===== src/rtl/als_monitor.sv =====
// als_monitor: periodic ambient-light poller with block averaging, hysteresis dark flag and request timeout
//   clk_i/rst_i       : clock, synchronous active-high reset
//   enable_i          : allow new requests to be issued
//   thr_lo_i/thr_hi_i : dark set / clear thresholds
//   als_ready_i       : sensor idle
//   als_fetch_o       : one-cycle request pulse
//   als_arrived_i     : one-cycle sample-valid pulse, als_illum_i carries the sample
//   level_o           : latest block average, level_valid_o pulses on update
//   dark_o            : filtered darkness flag, dark_changed_o pulses on toggle
//   timeout_o         : one-cycle pulse on an aborted request
module als_monitor #(
    parameter int PERIOD    = 1000000,
    parameter int AVG_SHIFT = 2,
    parameter int TIMEOUT   = 4096
) (
    input  logic       clk_i,
    input  logic       rst_i,
    input  logic       enable_i,
    input  logic [7:0] thr_lo_i,
    input  logic [7:0] thr_hi_i,
    input  logic       als_ready_i,
    output logic       als_fetch_o,
    input  logic       als_arrived_i,
    input  logic [7:0] als_illum_i,
    output logic [7:0] level_o,
    output logic       level_valid_o,
    output logic       dark_o,
    output logic       dark_changed_o,
    output logic       timeout_o
);
    localparam int PW = $clog2(PERIOD);
    localparam int TW = $clog2(TIMEOUT);
    localparam int AW = 8 + AVG_SHIFT;
    localparam int CW = (AVG_SHIFT > 0) ? AVG_SHIFT : 1;
    localparam logic [PW-1:0] P_LOAD = PW'(PERIOD - 1);
    localparam logic [TW-1:0] T_LOAD = TW'(TIMEOUT - 1);
    localparam logic [CW-1:0] C_LAST = CW'((1 << AVG_SHIFT) - 1);

    typedef enum logic [1:0] {S_IDLE, S_REQ, S_WAIT} state_t;

    state_t        state_q, state_d;
    logic [PW-1:0] pcnt_q, pcnt_d;
    logic [TW-1:0] tcnt_q, tcnt_d;
    logic [AW-1:0] acc_q, acc_d, sum;
    logic [CW-1:0] cnt_q, cnt_d;
    logic [7:0]    level_q, level_d;
    logic          fetch_q, fetch_d, lv_q, lv_d, dark_q, dark_d, dchg_q, dchg_d, to_q, to_d;
    logic          take, last;

    always_ff @(posedge clk_i) begin
        if (rst_i) begin
            state_q <= S_IDLE;
            pcnt_q  <= P_LOAD;
            tcnt_q  <= T_LOAD;
            acc_q   <= '0;
            cnt_q   <= '0;
            level_q <= '0;
            fetch_q <= 1'b0;
            lv_q    <= 1'b0;
            dark_q  <= 1'b0;
            dchg_q  <= 1'b0;
            to_q    <= 1'b0;
        end else begin
            state_q <= state_d;
            pcnt_q  <= pcnt_d;
            tcnt_q  <= tcnt_d;
            acc_q   <= acc_d;
            cnt_q   <= cnt_d;
            level_q <= level_d;
            fetch_q <= fetch_d;
            lv_q    <= lv_d;
            dark_q  <= dark_d;
            dchg_q  <= dchg_d;
            to_q    <= to_d;
        end
    end

    // Leaving S_IDLE as the counter steps to zero puts the registered fetch
    // pulse exactly PERIOD cycles after S_IDLE entry.
    always_comb begin
        state_d = state_q;
        pcnt_d  = pcnt_q;
        tcnt_d  = tcnt_q;
        case (state_q)
            S_IDLE: begin
                if (enable_i) begin
                    pcnt_d  = pcnt_q - PW'(1);
                    state_d = (pcnt_q == PW'(1)) ? S_REQ : S_IDLE;
                end
            end
            S_REQ: begin
                if (als_ready_i) begin
                    state_d = S_WAIT;
                    tcnt_d  = T_LOAD;
                end
            end
            S_WAIT: begin
                tcnt_d = tcnt_q - TW'(1);
                if (als_arrived_i || tcnt_q == '0) begin
                    state_d = S_IDLE;
                    pcnt_d  = P_LOAD;
                end
            end
            default: begin
                state_d = S_IDLE;
                pcnt_d  = P_LOAD;
            end
        endcase
    end

    always_comb begin
        take    = state_q == S_WAIT && als_arrived_i;
        last    = take && cnt_q == C_LAST;
        sum     = acc_q + AW'(als_illum_i);
        fetch_d = state_q == S_REQ && als_ready_i;
        to_d    = state_q == S_WAIT && !als_arrived_i && tcnt_q == '0;
        acc_d   = last ? '0 : take ? sum : acc_q;
        cnt_d   = last ? '0 : take ? cnt_q + CW'(1) : cnt_q;
        level_d = last ? sum[AVG_SHIFT +: 8] : level_q;
        lv_d    = last;
        // Hysteresis runs one cycle after the level update, on the registered level.
        dark_d  = !lv_q ? dark_q : dark_q ? !(level_q > thr_hi_i) : (level_q < thr_lo_i);
        dchg_d  = dark_d != dark_q;
    end

    assign als_fetch_o    = fetch_q;
    assign level_o        = level_q;
    assign level_valid_o  = lv_q;
    assign dark_o         = dark_q;
    assign dark_changed_o = dchg_q;
    assign timeout_o      = to_q;
endmodule


===== config.mk =====
export PLATFORM = sky130hd
export DESIGN_NAME = als_monitor
export DESIGN_NICKNAME = d
export VERILOG_FILES = /design/src/rtl/als_monitor.sv
export SDC_FILE = /design/constraint.sdc
export NUM_CORES = 1
export LEC_CHECK = 0
export CAP_MARGIN = 20
export CORE_MARGIN = 5
export CORE_UTILIZATION = 35
export CTS_CLUSTER_DIAMETER = 40
export CTS_CLUSTER_SIZE = 14
export DETAILED_ROUTE_END_ITERATION = 10
export PLACE_DENSITY = 0.57
export RECOVER_POWER = 50
export SKIP_CTS_REPAIR_TIMING = 1
export SLEW_MARGIN = 25
export SYNTH_ARGS = -nofsm -noshare
export SYNTH_HDL_FRONTEND = slang
export SYNTH_SLANG_ARGS = --single-unit
export TNS_END_PERCENT = 1

===== constraint.sdc =====
create_clock -name clk_i -period 3.25 [get_ports clk_i]
set_input_delay 0.975 -clock clk_i [delete_from_list [all_inputs] [get_ports clk_i]]
set_output_delay 0.975 -clock clk_i [all_outputs]
set_load 0.005 [all_outputs]

==> results.py, run 1 <==
metrics = {
    "status": {
        "outcome": "completed",
    },
    "global_routing": {
        "grt_first_pass_wirelength_um": 13000,
        "globalRoute.totalOverflow": 0,
        "first_global_vias": 2798,
        "number_of_antenna_violations_at_the_first_check_in_global_routing": 0,
        "grt_start_max_net_pins": 17,
        "grtUsageTotal_pct": 13.6,
    },
    "floorplan": {
        "die_height_um": 109,
        "floorplan.initialDensity_pct": 35.3,
        "floorplan.core_area_um2": 9640,
        "floorplan.rows": 36,
        "io_pins": 42,
        "design.die.area_um2": 11800,
        "die-width_um": 109,
    },
    "placed_design": {
        "gp_routability_congestion": 0.796,
        "dp.cells": 570,
        "portBuffers": 41,
        "place_hpwl_um": 5840,
    },
    "clocking": {
        "h-tree-depth": 3,
        "cts_tree": "done",
        "tritoncts_num_sinks": 59,
        "tritoncts.num_buffers": 9,
        "ctsRootBufferMaster": "sky130_fd_sc_hd__clkbuf_8",
        "largest_buffer_count_on_any_clock_path": 2,
        "clock_latency_reported_for_the_late_side_of_the_worst_skew_pair_ns": 0.33,
        "clkSlewWorstSetupHoldPaths_ns": 0.06,
    },
    "synthesis": {
        "synth_async_sr_flop_share_pct": 0,
        "synth-seq-cells": 59,
        "synth.yosys.warnings": 0,
        "synthTopCellsByArea": "sky130_fd_sc_hd__dfxtp_1 35%, sky130_fd_sc_hd__ha_1 10%, sky130_fd_sc_hd__a21oi_1 4.9%, sky130_fd_sc_hd__xnor2_1 4.4%, sky130_fd_sc_hd__nand2_1 4.1%",
        "synth_commonest_cells": "59 x sky130_fd_sc_hd__dfxtp_1, 37 x sky130_fd_sc_hd__nand2_1, 33 x sky130_fd_sc_hd__a21oi_1, 28 x sky130_fd_sc_hd__ha_1, 26 x sky130_fd_sc_hd__inv_1",
        "synthMostInstantiatedCell": "sky130_fd_sc_hd__dfxtp_1",
        "synth_seq_area_share_pct": 34.7,
        "yosysTopAreaCellShare_pct": 34.7,
        "post_synth_num_cell_types": 53,
        "synth_area_per_cell_um2": 8.55,
        "synth_top_flop_cell": "sky130_fd_sc_hd__dfxtp_1",
        "synth_largest_area_cell": "sky130_fd_sc_hd__dfxtp_1",
        "synth_edf_count": 0,
        "synthesis.area_um2": 3400,
        "syn_nets": 456,
        "syn-instance-count": 398,
    },
    "setup_path": {
        "critical_path_required_ns": 3.43,
        "path_max_fanout": 3,
        "cp.arrival_ns": 3.14,
        "critical_path.endpoint_type": "register",
        "worstSetupStartpointType": "input pin",
        "worstSetupPathType": "input pin to register",
        "reg2reg_setup_slack_ns": 0.65,
    },
    "sta": {
        "layout_worst_path_cycle_share_pct": 91.2,
        "grt_setup_unrepaired": "false",
        "achievable-frequency_mhz": 338,
        "hold_slack_ns": 0.460,
        "report.final.setup_viol": 0,
        "max-slew-margin-rel_pct": 57.9,
        "fin_crit_ns": 2.96,
        "timing.clock.skew_ns": 0.00639,
        "final_max_slew_viol_count": 0,
        "finalHoldViolations": 0,
        "timing_worst_slew_pin_value_ns": 0.629,
    },
    "power_and_ir_drop": {
        "power.switching_fraction_pct": 21.0,
        "p_sw_mw": 0.361,
        "static-leakage-power_nw": 1.70,
        "clock_power_share_pct": 49.8,
        "power_report.internal_total_mw": 1.36,
        "power.combinational.fraction_pct": 7.0,
        "power_density_of_the_placed_cells_nw_per_um2": 404,
        "vdd.ir_drop.worst_mv": 0.220,
        "seq_power_share_pct": 43.3,
    },
    "route": {
        "vias": 2920,
        "wirelength_per_cell_um": 13.3,
        "final_antenna_violating_net_count": 0,
        "drtPass1Iterations": 4,
        "routed_wl_um": 7770,
        "initialDrtViolationCount": 138,
        "drcViolationCount": 0,
        "via_per_inst": 4.98,
    },
    "final_layout": {
        "design.final.nets": 506,
        "antennaDiodeCount": 0,
        "post_route_cells_drive_above_1_share_pct": 8.17,
        "post_layout_nonfiller_instances": 586,
        "areaGrowthSynthToFinish_pct": 25.1,
    },
    "worst_hold_path": {
        "worst_hold_check_path_type": "register to register",
    },
    "run": {
        "maxCapViolations": 0,
    },
}
-- final cells by class --
cell class / instances / area (um^2)
clock buffer: 12 / 165
clock inverter: 4 / 95.1
fill: 969 / 5380
inverter: 26 / 97.6
multi-input combinational: 300 / 2070
sequential: 59 / 1180
tap: 133 / 166
timing repair buffer: 52 / 482
-- power groups by stage --
stage          clock [mW]  combinational, mW  sequential (mW)
3_3_place_gp            0              0.120            0.760
3_5_place_dp            0              0.122            0.761
2_1_floorplan           0             0.0752            0.750
6_report            0.857              0.120            0.744
5_1_grt             0.913              0.134            0.746
4_1_cts             0.875              0.123            0.744
-- worst max-delay path, cell delays in order --
cell and delay, ns:
sky130_fd_sc_hd__clkdlybuf4s50_1 0.41, sky130_fd_sc_hd__ha_1 0.25, sky130_fd_sc_hd__fa_1 0.39, sky130_fd_sc_hd__a211oi_1 0.30, sky130_fd_sc_hd__o21ai_0 0.16, sky130_fd_sc_hd__a21oi_1 0.30, sky130_fd_sc_hd__mux2i_1 0.22, sky130_fd_sc_hd__o311ai_0 0.14
-- cells in the final DEF (no fill, tap or decap), drive strengths merged, types with 3 or more instances in the layout --
cell,instances
o21ai,25
dlygate4sd3,16
a31oi,7
ha,28
nor2,18
nand2b,6
clkbuf,16
nor3,9
a21oi,33
inv,26
xor2,6
or2,4
and3,3
clkdlybuf4s50,25
nor2b,4
xnor2,17
bufinv,3
or3,5
buf,7
nand2,37
a2111oi,4
o31ai,5
dfxtp,59
or4,7
a21o,6
nor4,7
a211oi,10
nand3,12
nand4,5
and4,4
nand3b,5
-- cell families after synthesis --
kind of cell | synth area share (%)
simple gates | 21.7
mux | 0.919
flops | 34.7
buf+inv | 4.30
compound gates | 21.6
xor+xnor | 5.92
fa+ha+maj | 10.9
-- sequential cells by signal (all words and copies together), names as in the netlist --
name / flops
cnt_q: 2
dark_changed_o: 1
state_q: 2
timeout_o: 1
tcnt_q: 12
acc_q: 10
level_o: 8
als_fetch_o: 1
level_valid_o: 1
dark_o: 1
pcnt_q: 20
-- through the flow --
stage | worst slack, ns | util [%] | instance area [um^2] | power [mW] | setup TNS [ns]
after floorplan | 0.544 | - | 3400 | 0.825 | 0
after global placement | 0.0292 | 41.6 | 4010 | 0.880 | 0
after detailed placement | -0.0300 | 41.6 | 4010 | 0.882 | -0.0300
after CTS | 0.290 | 44.3 | 4270 | 1.74 | 0
after global routing | 0.0888 | 44.2 | 4260 | 1.79 | 0
final | 0.287 | 44.2 | 4260 | 1.72 | 0
-- per-layer routing --
layer	track usage [%]	routed length, um
met2	21.4	3490
met1	18.7	4040
met4	4.60	56
met5	0	0
met3	2.66	186
-- path summary, 6_finish.rpt --
| path | start | endpoint | cells after the start |
|---|---|---|---|
| setup / recovery | als_illum_i[0] | acc_q[8] | 8 |
| hold reg to reg | cnt_q[1] | cnt_q[1] | 2 |
| hold / removal | cnt_q[1] | cnt_q[1] | 2 |
| setup reg to reg | tcnt_q[0] | pcnt_q[16] | 7 |
Note: power is estimated with default switching activity, not from simulation.
==> run 2, diff against run 1 <==
--- a/config.mk
+++ b/config.mk
@@ -5,13 +5,13 @@
 export SDC_FILE = /design/constraint.sdc
 export NUM_CORES = 1
 export LEC_CHECK = 0
-export CAP_MARGIN = 20
 export CORE_MARGIN = 5
-export CORE_UTILIZATION = 35
+export CORE_UTILIZATION = 56
 export CTS_CLUSTER_DIAMETER = 40
 export CTS_CLUSTER_SIZE = 14
 export DETAILED_ROUTE_END_ITERATION = 10
-export PLACE_DENSITY = 0.57
+export GPL_ROUTABILITY_DRIVEN = 1
+export PLACE_DENSITY = 0.83
 export RECOVER_POWER = 50
 export SKIP_CTS_REPAIR_TIMING = 1
 export SLEW_MARGIN = 25
==> run 2 against run 1 <==
  * Setup slack improved by 0.045 ns
  * Maximum frequency increased by 1.5%
  * First-iteration DRC count increased by 12%
  * Final cell count decreased by 10%
  * Worst hold slack improved by 0.0036 ns
  * Global-route usage increased by 7.6 points
  * Sequential power about the same
  * Highest routed layer unchanged
  * Total power decreased by 5.7%
  * Largest power group unchanged
  * Core utilization increased by 26 points
  * Register-to-register slack improved by 0.28 ns
  * Wire length decreased by 2.1%
==> results.py, run 2 (synthesis gave the netlist of run 1 again) <==
metrics = {
    "global_routing": {
        "globalRoute.totalOverflow": 0,
        "grt_first_pass_wirelength_um": 13000,
        "number_of_antenna_violations_at_the_first_check_in_global_routing": 0,
        "grt_start_max_net_pins": 17,
        "first_global_vias": 2900,
        "grtUsageTotal_pct": 21.2,
    },
    "clocking": {
        "cts_tree": "done",
        "ctsRootBufferMaster": "sky130_fd_sc_hd__clkbuf_8",
        "tritoncts_num_sinks": 59,
        "largest_buffer_count_on_any_clock_path": 2,
        "h-tree-depth": 3,
        "tritoncts.num_buffers": 9,
        "clock_latency_reported_for_the_late_side_of_the_worst_skew_pair_ns": 0.34,
        "clkSlewWorstSetupHoldPaths_ns": 0.07,
    },
    "power_and_ir_drop": {
        "static-leakage-power_nw": 1.68,
        "vdd.ir_drop.worst_mv": 0.320,
        "power_density_of_the_placed_cells_nw_per_um2": 393,
    },
    "final_layout": {
        "antennaDiodeCount": 0,
        "largest_register_ff_count": 20,
        "areaGrowthSynthToFinish_pct": 21.4,
        "multi_input_combinational_cell_area_um2": 2070,
        "design.final.nets": 504,
        "top_register": "pcnt_q",
        "post_route_cells_drive_above_1_share_pct": 7.54,
        "final_common_cell": "sky130_fd_sc_hd__dfxtp_1",
        "most_used_cells_in_the_layout_excluding_fill_and_tap_cells": "59 x sky130_fd_sc_hd__dfxtp_1, 37 x sky130_fd_sc_hd__nand2_1, 33 x sky130_fd_sc_hd__a21oi_1",
        "ff_latch_area_um2": 1180,
        "top_regs": "pcnt_q (20), tcnt_q (12), acc_q (10)",
        "post_layout_nonfiller_instances": 526,
        "filler_cell_count": 472,
    },
    "sta": {
        "max-slew-margin-rel_pct": 61.6,
        "report.final.setup_viol": 0,
        "achievable-frequency_mhz": 343,
        "grt_setup_unrepaired": "false",
        "finalHoldViolations": 0,
        "layout_worst_path_cycle_share_pct": 89.8,
        "timing_worst_slew_pin_value_ns": 0.575,
        "timing.clock.skew_ns": 0.00770,
        "tns_ns": 0,
        "final_max_slew_viol_count": 0,
        "fin_crit_ns": 2.92,
    },
    "placed_design": {
        "gp_routability_congestion": 0.838,
        "portBuffers": 41,
        "place_hpwl_um": 5500,
        "dp.cells": 510,
    },
    "floorplan": {
        "die_height_um": 88.0,
        "io_pins": 42,
        "floorplan.rows": 28,
        "design.die.area_um2": 7740,
        "die-width_um": 88.0,
        "floorplan.initialDensity_pct": 57.5,
        "floorplan.core_area_um2": 5920,
    },
    "setup_path": {
        "cp.arrival_ns": 3.12,
        "worstSetupStartpointType": "input pin",
        "worstSetupPathType": "input pin to register",
        "critical_path_required_ns": 3.45,
        "rr_worst_depth": 5,
        "critical_path.endpoint_type": "register",
        "path_max_fanout": 3,
    },
    "worst_hold_path": {
        "worstHoldPathCells": 2,
        "worst_hold_check_path_type": "register to register",
    },
    "route": {
        "via_per_inst": 5.81,
        "routed_wl_um": 7610,
        "drtPass1Iterations": 4,
        "final_antenna_violating_net_count": 0,
        "initialDrtViolationCount": 155,
        "drcViolationCount": 0,
        "wirelength_per_cell_um": 14.5,
        "vias": 3056,
    },
    "status": {
        "outcome": "completed",
    },
    "run": {
        "maxCapViolations": 0,
    },
}
-- run 2: worst max-delay path, stage by stage --
cell	delay [ns]
sky130_fd_sc_hd__clkdlybuf4s50_1	0.40
sky130_fd_sc_hd__ha_1	0.24
sky130_fd_sc_hd__fa_1	0.40
sky130_fd_sc_hd__a211oi_1	0.29
sky130_fd_sc_hd__o21ai_0	0.15
sky130_fd_sc_hd__a21oi_1	0.30
sky130_fd_sc_hd__mux2i_1	0.22
sky130_fd_sc_hd__o311ai_0	0.14
-- run 2: path summary, 6_finish.rpt --
check                                    start  slack [ns]          to
worst min-delay path                  acc_q[0]        0.46    acc_q[0]
worst max register to register       pcnt_q[5]        0.93  pcnt_q[19]
worst max-delay path            als_illum_i[0]        0.33    acc_q[8]
worst min register to register        acc_q[0]        0.46    acc_q[0]
-- run 2: power breakdown --
group          internal (mW)  switching, mW  leakage [nW]  total, mW
Sequential             0.731         0.0140         0.477      0.745
Combinational         0.0567         0.0620          1.08      0.119
Clock                  0.469          0.290         0.119      0.759
-- run 2: through the flow --
stage | utilization, % | worst slack, ns | area [um^2] | hold WS [ns] | power [mW]
3_5_place_dp | 66.3 | 0.000830 | 3930 | 0.455 | 0.880
4_1_cts | 70.1 | 0.373 | 4150 | 0.465 | 1.64
5_1_grt | 69.8 | 0.208 | 4130 | 0.481 | 1.69
3_3_place_gp | 66.3 | 0.0569 | 3930 | 0.446 | 0.876
6_report | 69.8 | 0.332 | 4130 | 0.464 | 1.62
2_1_floorplan | - | 0.544 | 3400 | 0.440 | 0.825
-- run 2: area by class of cell --
class / instances / share of cell area (%)
clock buffers: 11 / 3.66
clock inverters: 5 / 1.82
inverters: 26 / 2.36
multi-input cells: 300 / 50.0
flip-flops and latches: 59 / 28.6
well taps: 75 / 2.27
repair buffers: 50 / 11.3
-- run 2: metal layers --
| layer | GRT usage (%) | wire [um] |
|---|---|---|
| met4 | 8.65 | 160 |
| met3 | 5.64 | 378 |
| met5 | 0 | 0 |
| met1 | 27.3 | 3530 |
| met2 | 33.8 | 3540 |
==> run 3, diff against run 2 <==
==> constraint.sdc (replaced) <==
create_clock -name clk_i -period 3.2 [get_ports clk_i]
set_input_delay 0.96 -clock clk_i [delete_from_list [all_inputs] [get_ports clk_i]]
set_output_delay 0.96 -clock clk_i [all_outputs]
set_load 0.005 [all_outputs]
==> run 3 against run 2 <==
  * Sequential share of layout area rose by 0.35 points
  * Final cell count fell by 0.19%
  * Critical endpoint unchanged
  * Non-clock buffer count rose by 1
  * Wire length rose by 1.7%
  * Register-to-register slack got worse by 0.33 ns
  * Highest routed layer unchanged
  * Largest cell class unchanged
  * Critical path depth did not move
==> results.py, run 3 (synthesis gave the netlist of run 1 again) <==
metrics = {
    "floorplan": {
        "floorplan.initialDensity_pct": 57.5,
        "die-width_um": 88.0,
        "die_height_um": 88.0,
        "io_pins": 42,
        "floorplan.rows": 28,
        "design.die.area_um2": 7740,
        "floorplan.core_area_um2": 5920,
    },
    "setup_path": {
        "critical-path-max-stage-delay_ns": 0.40,
        "path_max_fanout": 2,
        "critical_path_required_ns": 3.40,
        "critical_path.endpoint_type": "register",
        "worstSetupStartpointType": "input pin",
        "critical_path_buf_inv_count": 1,
        "worstSetupPathType": "input pin to register",
        "critical_path.cell_chain": "clkdlybuf4s50_1 -> ha_1 -> fa_1 -> a211oi_1 -> o21ai_0 -> a21oi_1 -> mux2i_1 -> o311ai_0",
        "critPathSlowestCell": "sky130_fd_sc_hd__clkdlybuf4s50_1",
        "crit_family": "compound AO/OA/AOI/OAI gates",
        "cp.arrival_ns": 3.10,
    },
    "sta": {
        "timing.clock.skew_ns": 0.00640,
        "fin_crit_ns": 2.89,
        "finalHoldViolations": 0,
        "timing_worst_slew_pin_value_ns": 0.601,
        "final_max_slew_viol_count": 0,
        "achievable-frequency_mhz": 345,
        "layout_worst_path_cycle_share_pct": 90.5,
        "report.final.setup_viol": 0,
        "grt_setup_unrepaired": "false",
        "max-slew-margin-rel_pct": 59.8,
    },
    "global_routing": {
        "first_global_vias": 3046,
        "globalRoute.totalOverflow": 0,
        "grt_start_max_net_pins": 17,
        "grtUsageTotal_pct": 22.3,
        "grt_first_pass_wirelength_um": 13500,
        "number_of_antenna_violations_at_the_first_check_in_global_routing": 0,
    },
    "route": {
        "routed_wl_um": 7740,
        "via_per_inst": 5.85,
        "final_antenna_violating_net_count": 0,
        "drtPass1Iterations": 5,
        "vias": 3073,
        "initialDrtViolationCount": 117,
        "wirelength_per_cell_um": 14.7,
        "drcViolationCount": 0,
    },
    "final_layout": {
        "fin_util_pct": 68.9,
        "post_route_cells_drive_above_1_share_pct": 7.33,
        "antennaDiodeCount": 0,
        "areaGrowthSynthToFinish_pct": 19.9,
        "most_used_cells_in_the_layout_excluding_fill_and_tap_cells": "59 x sky130_fd_sc_hd__dfxtp_1, 37 x sky130_fd_sc_hd__nand2_1, 33 x sky130_fd_sc_hd__a21oi_1",
        "largest_register_ff_count": 20,
        "finish.instance_area_um2": 4080,
        "top_regs": "pcnt_q (20), tcnt_q (12), acc_q (10)",
        "top_register": "pcnt_q",
        "post_layout_nonfiller_instances": 525,
        "final_common_cell": "sky130_fd_sc_hd__dfxtp_1",
        "design.final.nets": 505,
    },
    "clocking": {
        "cts_tree": "done",
        "h-tree-depth": 3,
        "clkSlewWorstSetupHoldPaths_ns": 0.07,
        "largest_buffer_count_on_any_clock_path": 2,
        "clock_latency_reported_for_the_late_side_of_the_worst_skew_pair_ns": 0.34,
        "tritoncts_num_sinks": 59,
        "ctsRootBufferMaster": "sky130_fd_sc_hd__clkbuf_8",
        "tritoncts.num_buffers": 9,
    },
    "power_and_ir_drop": {
        "power_density_of_the_placed_cells_nw_per_um2": 360,
        "power_total_mw": 1.47,
        "vdd.ir_drop.worst_mv": 0.286,
        "static-leakage-power_nw": 1.65,
    },
    "placed_design": {
        "place_hpwl_um": 5640,
        "portBuffers": 41,
        "gp_routability_congestion": 0.854,
        "placed_area_um2": 3930,
        "dp.cells": 511,
    },
    "worst_hold_path": {
        "worst_hold_check_path_type": "register to register",
    },
    "run": {
        "maxCapViolations": 0,
    },
    "status": {
        "outcome": "completed",
    },
}
[run 3: where the power goes]
| part | internal (mW) | switching [mW] |
|---|---|---|
| registers | 0.743 | 0.0140 |
| clock network | 0.310 | 0.282 |
| logic | 0.0575 | 0.0645 |
[run 3: per-layer routing]
layer	vias to the layer above	global-route usage, %	routed length, um
met1	1438	27.0	3560
met2	58	37.5	3730
met4	0	8.93	143
li1	1561	-	-
met5	-	0	0
met3	16	5.83	310
[run 3: worst paths after layout]
kind	startpoint	end	slack [ns]	cells after the start
hold reg to reg	acc_q[0]	acc_q[0]	0.46	2
setup reg to reg	tcnt_q[5]	pcnt_q[14]	0.60	5
hold / removal	acc_q[0]	acc_q[0]	0.46	2
setup / recovery	als_illum_i[0]	acc_q[8]	0.31	8
[run 3: cell type report]
| class | instances | area [um^2] |
|---|---|---|
| Timing Repair Buffer | 51 | 470 |
| Inverter | 26 | 97.6 |
| Clock buffer | 11 | 151 |
| Sequential cell | 59 | 1180 |
| Clock inverter | 3 | 15.0 |
| Multi-Input combinational cell | 300 | 2070 |
| Fill cell | 493 | 1840 |
| Tap cell | 75 | 93.8 |
[run 3: tightest hold or removal path, delay by kind of cell, from the launching register on]
family / cells / cell delay [ns]
compound gates: 1 / 0.05
flops: 1 / 0.31
simple gates: 1 / 0.05
[run 3: through the flow]
step | worst slack [ns] | hold WS [ns] | TNS (ns)
finish | 0.305 | 0.462 | 0
global route | 0.136 | 0.495 | 0
CTS | 0.309 | 0.463 | 0
detailed placement | -0.0516 | 0.454 | -0.0516
global placement | 0.0351 | 0.446 | 0
floorplan | 0.509 | 0.440 | 0
